## src/rtl/krnl_rtl_axi_read_issuer.sv

```systemverilog
// AXI read-address issuer: splits a byte-sized transfer into bursts and caps the bursts in flight.
// Optional stall counter output is enabled by defining KRNL_RTL_AXI_READ_ISSUER_STALL_CNT_EN.
module krnl_rtl_axi_read_issuer #(
    parameter int C_ADDR_WIDTH      = 64,
    parameter int C_DATA_WIDTH      = 512,
    parameter int C_XFER_SIZE_WIDTH = 32,
    parameter int C_BURST_LEN       = 16,
    parameter int C_MAX_OUTSTANDING = 16
) (
    input  logic                         clk,
    input  logic                         rst,
    input  logic                         ctrl_start,
    input  logic [C_ADDR_WIDTH-1:0]      ctrl_addr_offset,
    input  logic [C_XFER_SIZE_WIDTH-1:0] ctrl_xfer_size_in_bytes,
    output logic                         ctrl_done,
    output logic                         busy,
    output logic                         arvalid,
    input  logic                         arready,
    output logic [C_ADDR_WIDTH-1:0]      araddr,
    output logic [7:0]                   arlen,
    input  logic                         rvalid,
    input  logic                         rready,
    input  logic                         rlast
`ifdef KRNL_RTL_AXI_READ_ISSUER_STALL_CNT_EN
    ,
    output logic [31:0]                  stall_cycles
`endif
);

    localparam int BPB         = C_DATA_WIDTH / 8;
    localparam int BPB_LG      = $clog2(BPB);
    localparam int BL_LG       = $clog2(C_BURST_LEN);
    localparam int XW          = C_XFER_SIZE_WIDTH;
    localparam int OW          = $clog2(C_MAX_OUTSTANDING + 1);
    localparam int BURST_BYTES = C_BURST_LEN * BPB;

    localparam logic [OW-1:0] MAX_OUT  = OW'(C_MAX_OUTSTANDING);
    localparam logic [7:0]    FULL_LEN = 8'(C_BURST_LEN - 1);

    typedef enum logic [1:0] {
        ST_IDLE  = 2'd0,
        ST_ISSUE = 2'd1,
        ST_DRAIN = 2'd2,
        ST_DONE  = 2'd3
    } state_t;

    state_t                  state_q;
    logic                    arvalid_q;
    logic                    ctrl_done_q;
    logic                    busy_q;
    logic [C_ADDR_WIDTH-1:0] araddr_q;
    logic [7:0]              arlen_q;
    logic [7:0]              last_len_q;
    logic [XW-1:0]           bursts_left_q;
    logic [OW-1:0]           out_q;
    logic [OW-1:0]           out_d;

    logic                    ar_hs_s;
    logic                    r_last_s;
    logic [XW:0]             size_ext_s;
    logic [XW-1:0]           beats_s;
    logic [XW-1:0]           bursts_s;
    logic [7:0]              last_len_s;

    // Handshake decode, outstanding next-state and start-time burst arithmetic
    always_comb begin
        ar_hs_s    = arvalid_q & arready;
        r_last_s   = rvalid & rready & rlast;
        size_ext_s = {1'b0, ctrl_xfer_size_in_bytes};
        beats_s    = XW'((size_ext_s + (XW+1)'(BPB - 1)) >> BPB_LG);
        bursts_s   = XW'(({1'b0, beats_s} + (XW+1)'(C_BURST_LEN - 1)) >> BL_LG);
        last_len_s = 8'(beats_s - XW'(1)) & FULL_LEN;
        // A stray rlast with nothing in flight must not wrap the counter
        if (ar_hs_s && !r_last_s) begin
            out_d = out_q + OW'(1);
        end else if (!ar_hs_s && r_last_s && (out_q != OW'(0))) begin
            out_d = out_q - OW'(1);
        end else begin
            out_d = out_q;
        end
    end

    // Control FSM with registered AR channel and status outputs
    always_ff @(posedge clk) begin
        if (rst) begin
            state_q       <= ST_IDLE;
            arvalid_q     <= 1'b0;
            ctrl_done_q   <= 1'b0;
            busy_q        <= 1'b0;
            araddr_q      <= {C_ADDR_WIDTH{1'b0}};
            arlen_q       <= 8'd0;
            last_len_q    <= 8'd0;
            bursts_left_q <= {XW{1'b0}};
            out_q         <= {OW{1'b0}};
        end else begin
            out_q       <= out_d;
            ctrl_done_q <= 1'b0;
            case (state_q)
                ST_IDLE: begin
                    if (ctrl_start) begin
                        araddr_q      <= ctrl_addr_offset;
                        bursts_left_q <= bursts_s;
                        last_len_q    <= last_len_s;
                        arlen_q       <= (bursts_s == XW'(1)) ? last_len_s : FULL_LEN;
                        busy_q        <= 1'b1;
                        if (ctrl_xfer_size_in_bytes == XW'(0)) begin
                            state_q <= ST_DONE;
                        end else begin
                            state_q   <= ST_ISSUE;
                            arvalid_q <= (out_d < MAX_OUT);
                        end
                    end
                end
                ST_ISSUE: begin
                    if (ar_hs_s) begin
                        araddr_q      <= araddr_q + C_ADDR_WIDTH'(BURST_BYTES);
                        bursts_left_q <= bursts_left_q - XW'(1);
                        arlen_q       <= (bursts_left_q == XW'(2)) ? last_len_q : FULL_LEN;
                        if (bursts_left_q == XW'(1)) begin
                            arvalid_q <= 1'b0;
                            state_q   <= ST_DRAIN;
                        end else begin
                            arvalid_q <= (out_d < MAX_OUT);
                        end
                    end else if (!arvalid_q) begin
                        // Throttled by the in-flight limit; re-raise once a burst retires
                        arvalid_q <= (out_d < MAX_OUT);
                    end
                end
                ST_DRAIN: begin
                    if (out_q == OW'(0)) begin
                        state_q <= ST_DONE;
                    end
                end
                ST_DONE: begin
                    ctrl_done_q <= 1'b1;
                    busy_q      <= 1'b0;
                    state_q     <= ST_IDLE;
                end
                default: begin
                    arvalid_q <= 1'b0;
                    busy_q    <= 1'b0;
                    state_q   <= ST_IDLE;
                end
            endcase
        end
    end

    assign ctrl_done = ctrl_done_q;
    assign busy      = busy_q;
    assign arvalid   = arvalid_q;
    assign araddr    = araddr_q;
    assign arlen     = arlen_q;

`ifdef KRNL_RTL_AXI_READ_ISSUER_STALL_CNT_EN
    logic [31:0] stall_q;
    logic        stall_s;

    // A cycle stalls when the slave back-pressures or the in-flight limit holds AR off
    always_comb begin
        if (arvalid_q && !arready) begin
            stall_s = 1'b1;
        end else if ((state_q == ST_ISSUE) && !arvalid_q && (out_q == MAX_OUT)) begin
            stall_s = 1'b1;
        end else begin
            stall_s = 1'b0;
        end
    end

    // Saturating stall counter, restarted with each accepted transfer
    always_ff @(posedge clk) begin
        if (rst) begin
            stall_q <= 32'd0;
        end else if ((state_q == ST_IDLE) && ctrl_start) begin
            stall_q <= 32'd0;
        end else if (stall_s && (stall_q != 32'hFFFF_FFFF)) begin
            stall_q <= stall_q + 32'd1;
        end
    end

    assign stall_cycles = stall_q;
`endif

endmodule

```

## config.mk

```make
export PLATFORM = sky130hd
export DESIGN_NAME = krnl_rtl_axi_read_issuer
export DESIGN_NICKNAME = d
export VERILOG_FILES = /design/src/rtl/krnl_rtl_axi_read_issuer.sv
export SDC_FILE = /design/constraint.sdc
export NUM_CORES = 1
export LEC_CHECK = 0
export CORE_MARGIN = 1
export CORE_UTILIZATION = 45
export DETAILED_ROUTE_END_ITERATION = 6
export HOLD_SLACK_MARGIN = 0.06
export PLACE_DENSITY = 0.76
export SYNTH_ARGS = -nofsm -noshare
export SYNTH_HDL_FRONTEND = slang
export SYNTH_SLANG_ARGS = --single-unit
export TNS_END_PERCENT = 1
```

## constraint.sdc

```tcl
create_clock -name clk -period 3.9 [get_ports clk]
set_input_delay 0.78 -clock clk [delete_from_list [all_inputs] [get_ports clk]]
set_output_delay 0.78 -clock clk [all_outputs]
set_load 0.02 [all_outputs]
```

# Yosys cells after proc, flatten, opt, wreduce, memory -nomap -nowiden
# Cells that the tools add are included.
# totals
input_bits	103
regBits	118
# op_classes
muxes	28
add_sub_neg	7
reduce_logical	16
n_bitwise	3
n_eq_ne	11
n_lt_le_gt_ge	1
# ops
op	n
two-way mux 64 bit	2
one-hot mux 64 bit (2 select lines)	1
adder 64 x 11 -> 64 bit, second input constant	1
two-way mux 32 bit	2
one-hot mux 32 bit (2 select lines)	1
adder 32 x 6 -> 33 bit, second input constant	1
equality test 32 x 1 -> 1 bit, second input constant	1
equality test 32 x 2 -> 1 bit, second input constant	1
logical NOT 32 bit	1
subtractor 32 x 1 -> 32 bit, second input constant	1
adder 27 x 4 -> 28 bit, second input constant	1
equality test 24 x 1 -> 1 bit, second input constant	1
two-way mux 8 bit	2
one-hot mux 8 bit (2 select lines)	1
two-way mux 2 bit	5
two-way mux 5 bit	2
!= test 2 bit, second input constant	5
two-way mux 4 bit	2
one-hot mux 2 bit (4 select lines)	1
two-way mux 1 bit	7
AND reduction 3 bit	2
adder 5 x 1 -> 5 bit, second input constant	1
logical NOT 5 bit	1
less-than comparator 5 bit, second input constant	1
13 further kinds	22

# Longest topological paths before layout
# logic_depth
ltp_word	10
ltp_mapped	15

# Least setup slack after synthesis
# OpenSTA, ideal clock, no wires.
# synth_timing
kind	input-to-reg
startpoint	in ctrl_xfer_size_in_bytes[0]
endpoint	reg arlen_q[2] (netlist: arlen[2])
slack_ns	-0.116
n_path_buf	0
t_arrival_ns	3.870
required_time_ns	3.755
path_stages	14
cell_sequence	or4_4 nor3_4 xnor2_1 inv_1 ha_1 nand3b_1 a211oi_1 or3_1 nand4_1 nor3b_1 xnor2_1 nand4_1 nor4_2 a221oi_1
# synth_between
elab_chain_len	6
# synth_lines
item	line	rtl
start: declaration	14	input logic [C_XFER_SIZE_WIDTH-1:0] ctrl_xfer_size_in_bytes,
adder 32 x 6 -> 33 bit (*)	70	beats_s = XW'((size_ext_s + (XW+1)'(BPB - 1)) >> BPB_LG);
adder 27 x 4 -> 28 bit	71	bursts_s = XW'(({1'b0, beats_s} + (XW+1)'(C_BURST_LEN - 1)) >> BL_LG);
equality test 24 x 1 -> 1 bit	104	arlen_q <= (bursts_s == XW'(1)) ? last_len_s : FULL_LEN;
two-way mux 4 bit (*)	104	
two-way mux 8 bit (*)	100	if (ctrl_start) begin
one-hot mux 8 bit (2 select lines) (*)	98	case (state_q)
end signal: assignment	104	
end signal: assignment	118	arlen_q <= (bursts_left_q == XW'(2)) ? last_len_q : FULL_LEN;
end: declaration	52	logic [7:0] arlen_q;
# Mark *: on every way between the ends. The rest lies on a longest branch, timed or not. The select of a mux whose other input is x is not followed.
# A chain may end at the register's enable or synchronous reset.

# Final worst setup path
# layout_timing
startpoint	in ctrl_xfer_size_in_bytes[4]
endpoint	reg arlen_q[0] (netlist: arlen[0])
# layout_lines
item	line	rtl
adder 32 x 6 -> 33 bit	70	
subtractor 4 x 1 -> 4 bit	72	last_len_s = 8'(beats_s - XW'(1)) & FULL_LEN;
via last_len_s[0]	63	logic [7:0] last_len_s;
two-way mux 4 bit	104	
two-way mux 8 bit	100	
one-hot mux 8 bit (2 select lines)	98	
# The timed path passes the listed nets, and every way through them passes these cells. The select of a mux whose other input is x is not followed.

==> summary.txt <==
Clock tree
  • # hold bufs at CTS: 0
  • CTS tree: built
  • Root Buffer: clkbuf_16
  • Clock latency on the worst-skew pair: 0.42 ns
  • CTS Buffer Depth: 2
  • Cts bufs inserted: 17
  • Clock Pin Slew Worst Setup and Hold Paths: 0.06 ns
  • Htree depth: 4
  • Clock sink count: 114

Route
  • Via density: 5.71
  • Vias: 8583
  • DRC viols: 0
  • WL/cell: 15.6 um
  • Initial DRC Count: 728
  • DRT Wirelength: 23500 um
  • Post-route antenna net violation count: 0
  • Detailed-routing iteration count for the pre-antenna-repair pass: 5

Logic synthesis
  • Synth Instances: 1080
  • Yosys reg bits: 114
  • Syn Area/Cell: 7.05 um^2
  • Cell Area, Synth: 0.00761 mm^2
  • Count of different cell masters after synthesis: 63
  • Yosys warnings: 0
  • EDFF count, synth: 0
  • Dominant synthesized flop cell: dfxtp_1
  • Post-synthesis sequential area ratio: 0.300
  • Synth async-reset ratio: 0

Worst setup path
  • Slowest stage cell, crit path: or4_4
  • CP endpoint kind: flip-flop
  • Crit path required time: 4.18 ns
  • Critical-path cell list: buf_6, or4_4, nor3_4, xnor2_1, inv_1, ha_2, nand3b_1, a211oi_2, or3_4, nand4_1, buf_6, nor4b_4, a21bo_1, nand4_1, nor4_2, buf_4, a221oi_2
  • Worst EP arrival: 4.01 ns
  • Crit path kind: input port to flip-flop
  • Setup crit start kind: input port
  • Crit-path max cell delay: 0.54 ns
  • CP max FO: 6

Die
  • Die area: 0.0174 mm^2
  • Core Box Area: 0.0165 mm^2
  • # IOs: 178
  • Die H: 132 um
  • Initial core utilization: 0.461
  • Site row count: 47
  • Die width: 132 um

STA
  • Max-slew violations: 0
  • Least-Margin Pin Slew: 1.10 ns
  • RSZ-0062 raised after global routing: yes
  • Period utilization: 0.957
  • Fmax: 268 MHz
  • Post-route minimum period: 3.73 ns
  • Final setup fails: 0
  • Clock Skews: 0.00568 ns
  • Relative max-transition margin: 0.268
  • Setup_tns: 0 ns
  • Final Hold Fails: 0
  • Setup ws final: 0.167 ns

Layout
  • Post-route design area: 0.0106 mm^2
  • Synthesis-to-finish area growth: 38.7%
  • Share of layout cells above drive strength 1: 0.107
  • Final-stage net count: 1386
  • Ant diodes: 0
  • Fillers: 1460

GRT
  • GRT Util Overall: 0.271
  • Antenna violations before repair: 0
  • Grt ovf: 0
  • Number of global-route vias before repair: 7901
  • Largest net degree at the start of global routing: 122
  • First-pass GRT wire length: 38900 um

Place
  • DP Area: 0.00992 mm^2
  • HPWL Detailed: 16300 um
  • Pre-CTS setup slack: -0.493 ns
  • IO buf count: 173
  • Placer Congestion: 0.969

Worst hold path
  • Hold Path Class: flip-flop to flip-flop

Power and ir drop
  • Internal power: 3.88 mW
  • Flop pwr share: 0.286
  • Comb pwr share: 0.487
  • Leak: 3.81 nW
  • Worst vdd ir: 0.457 mV
  • Clock Power Share: 0.226
  • Pwr dens: 648 mW/mm^2
  • Switching Share: 0.433
  • Sw Pwr: 2.97 mW

Outcome
  • Status: complete, no violations

Job
  • Max-cap viol count: 0
[layer usage]
layer  track usage  vias to the layer above  part of all wire
met1         0.358                     3919              0.45
met3        0.0477                       39             0.063
met2         0.443                      317              0.47
met4        0.0930                        0             0.019
li1              -                     4308                 -
met5             0                        -                 0
[flip-flops by register name, indices dropped and copies added, names as in the netlist]
register,count
state_q,2
arvalid,1
bursts_left_q,32
last_len_q,4
out_q,5
ctrl_done,1
arlen,4
araddr,64
busy,1
[cell usage in the layout (no fill, tap or decap), drive strengths merged, types with 4 or more instances in the layout]
cell and instances:
a211oi 35, a21o 5, a21oi 89, a22oi 25, a31oi 9, and2 10, and3 12, buf 79
clkbuf 24, clkdlybuf4s50 168, clkinv 5, conb 4, dfxtp 114, ha 12, inv 25, mux2i 4
nand2 155, nand2b 8, nand3 53, nand3b 4, nand4 32, nor2 112, nor2b 4, nor3 34
nor3b 11, nor4 23, o21ai 70, o22ai 21, o31ai 17, o41ai 4, or3 14, or4 5
xnor2 28, xor2 23
[cells in the mapped netlist (3+ instances only)]
master	instances	area share
a22oi_1	25	0.025
nand3b_1	4	0.0039
nor3b_1	11	0.011
and2_1	8	0.0066
nand4_1	32	0.026
and3_1	12	0.0099
xor2_1	23	0.026
nor4_1	21	0.017
o21ai_0	68	0.045
nor2b_1	4	0.0033
or3_1	14	0.012
buf_2	5	0.0033
o31a_1	3	0.0035
o22ai_1	21	0.017
a31oi_1	9	0.0074
nor2_1	112	0.055
o211a_1	3	0.0039
mux2i_1	4	0.0053
inv_1	24	0.012
a21oi_1	89	0.058
nand2_1	155	0.076
o31ai_1	17	0.017
nand3_1	53	0.035
buf_4	4	0.0039
a21o_1	5	0.0049
a2bb2oi_1	3	0.0035
a211oi_1	35	0.035
buf_1	9	0.0044
xnor2_1	28	0.032
dfxtp_1	114	0.30
nor3_1	33	0.022
ha_1	12	0.020
o41ai_1	4	0.0046
or4_1	4	0.0039
clkbuf_1	63	0.031
nand2b_1	8	0.0066
o2bb2ai_1	3	0.0035
[power groups by stage]
stage                     combinational, mW  clock (mW)  sequential, mW
after floorplan                        1.92           0            2.16
after global placement                 3.22           0            1.95
after detailed placement               3.27           0            1.96
after CTS                              3.29        1.56            1.95
after global routing                   3.68        1.62            2.02
final                                  3.34        1.55            1.96
[path summary, 6_finish.rpt]
path	to	slack, ns	startpoint	depth (start not counted)
worst max-delay path	arlen[0]	0.17	ctrl_xfer_size_in_bytes[4]	17
worst min-delay path	last_len_q[2]	0.47	last_len_q[2]	2
worst max register to register	bursts_left_q[30]	0.80	bursts_left_q[6]	9
worst min register to register	last_len_q[2]	0.47	last_len_q[2]	2
[area by class of cell]
cell class	count	area [um^2]	area share
clock buffers	22	474	0.0449
clock inverters	10	108	0.0102
inverters	25	93.8	0.00888
multi-input cells	863	5010	0.475
flip-flops and latches	114	2280	0.216
well taps	220	275	0.0261
repair buffers	250	2320	0.219
[critical path, delay by kind of cell]
family,cells,cell delay [ns]
AOI/OAI and AO/OA,3,0.43
xor gates and xnor gates,1,0.16
adders and majority gates,1,0.22
buffers and inverters,4,0.54
and+or+nand+nor,8,1.88
[cell families (layout without fill, tap and decap cells)]
kind of cell	count (synthesis)	in the layout	share of synthesized area
flip-flops	114	114	0.300
AND/OR/NAND/NOR	486	486	0.309
adder cells (fa/ha/maj)	12	12	0.0197
other	1	4	0.000492
XOR/XNOR	51	51	0.0587
buffers and inverters	106	307	0.0550
multiplexers	5	5	0.00674
AO/OA/AOI/OAI	305	305	0.251
[stage by stage]
stage / utilization / std cells / power, mW / hold WS [ns]
final: 0.639 / 1504 / 6.84 / 0.472
after global routing: 0.639 / 1504 / 7.31 / 0.482
after CTS: 0.635 / 1501 / 6.80 / 0.462
after detailed placement: 0.600 / 1469 / 5.24 / 0.455
after global placement: 0.600 / 1469 / 5.17 / 0.448
after floorplan: - / 1083 / 4.08 / 0.433
[what timing repair did]
| item | in CTS | in global routing |
|---|---|---|
| setup buffers | 0 | 3 |
| endpoints found under the setup margin | 4 | 8 |
| resized for setup | 0 | 17 |
| pin swaps | 1 | 15 |
(Power assumes the default switching activity.)
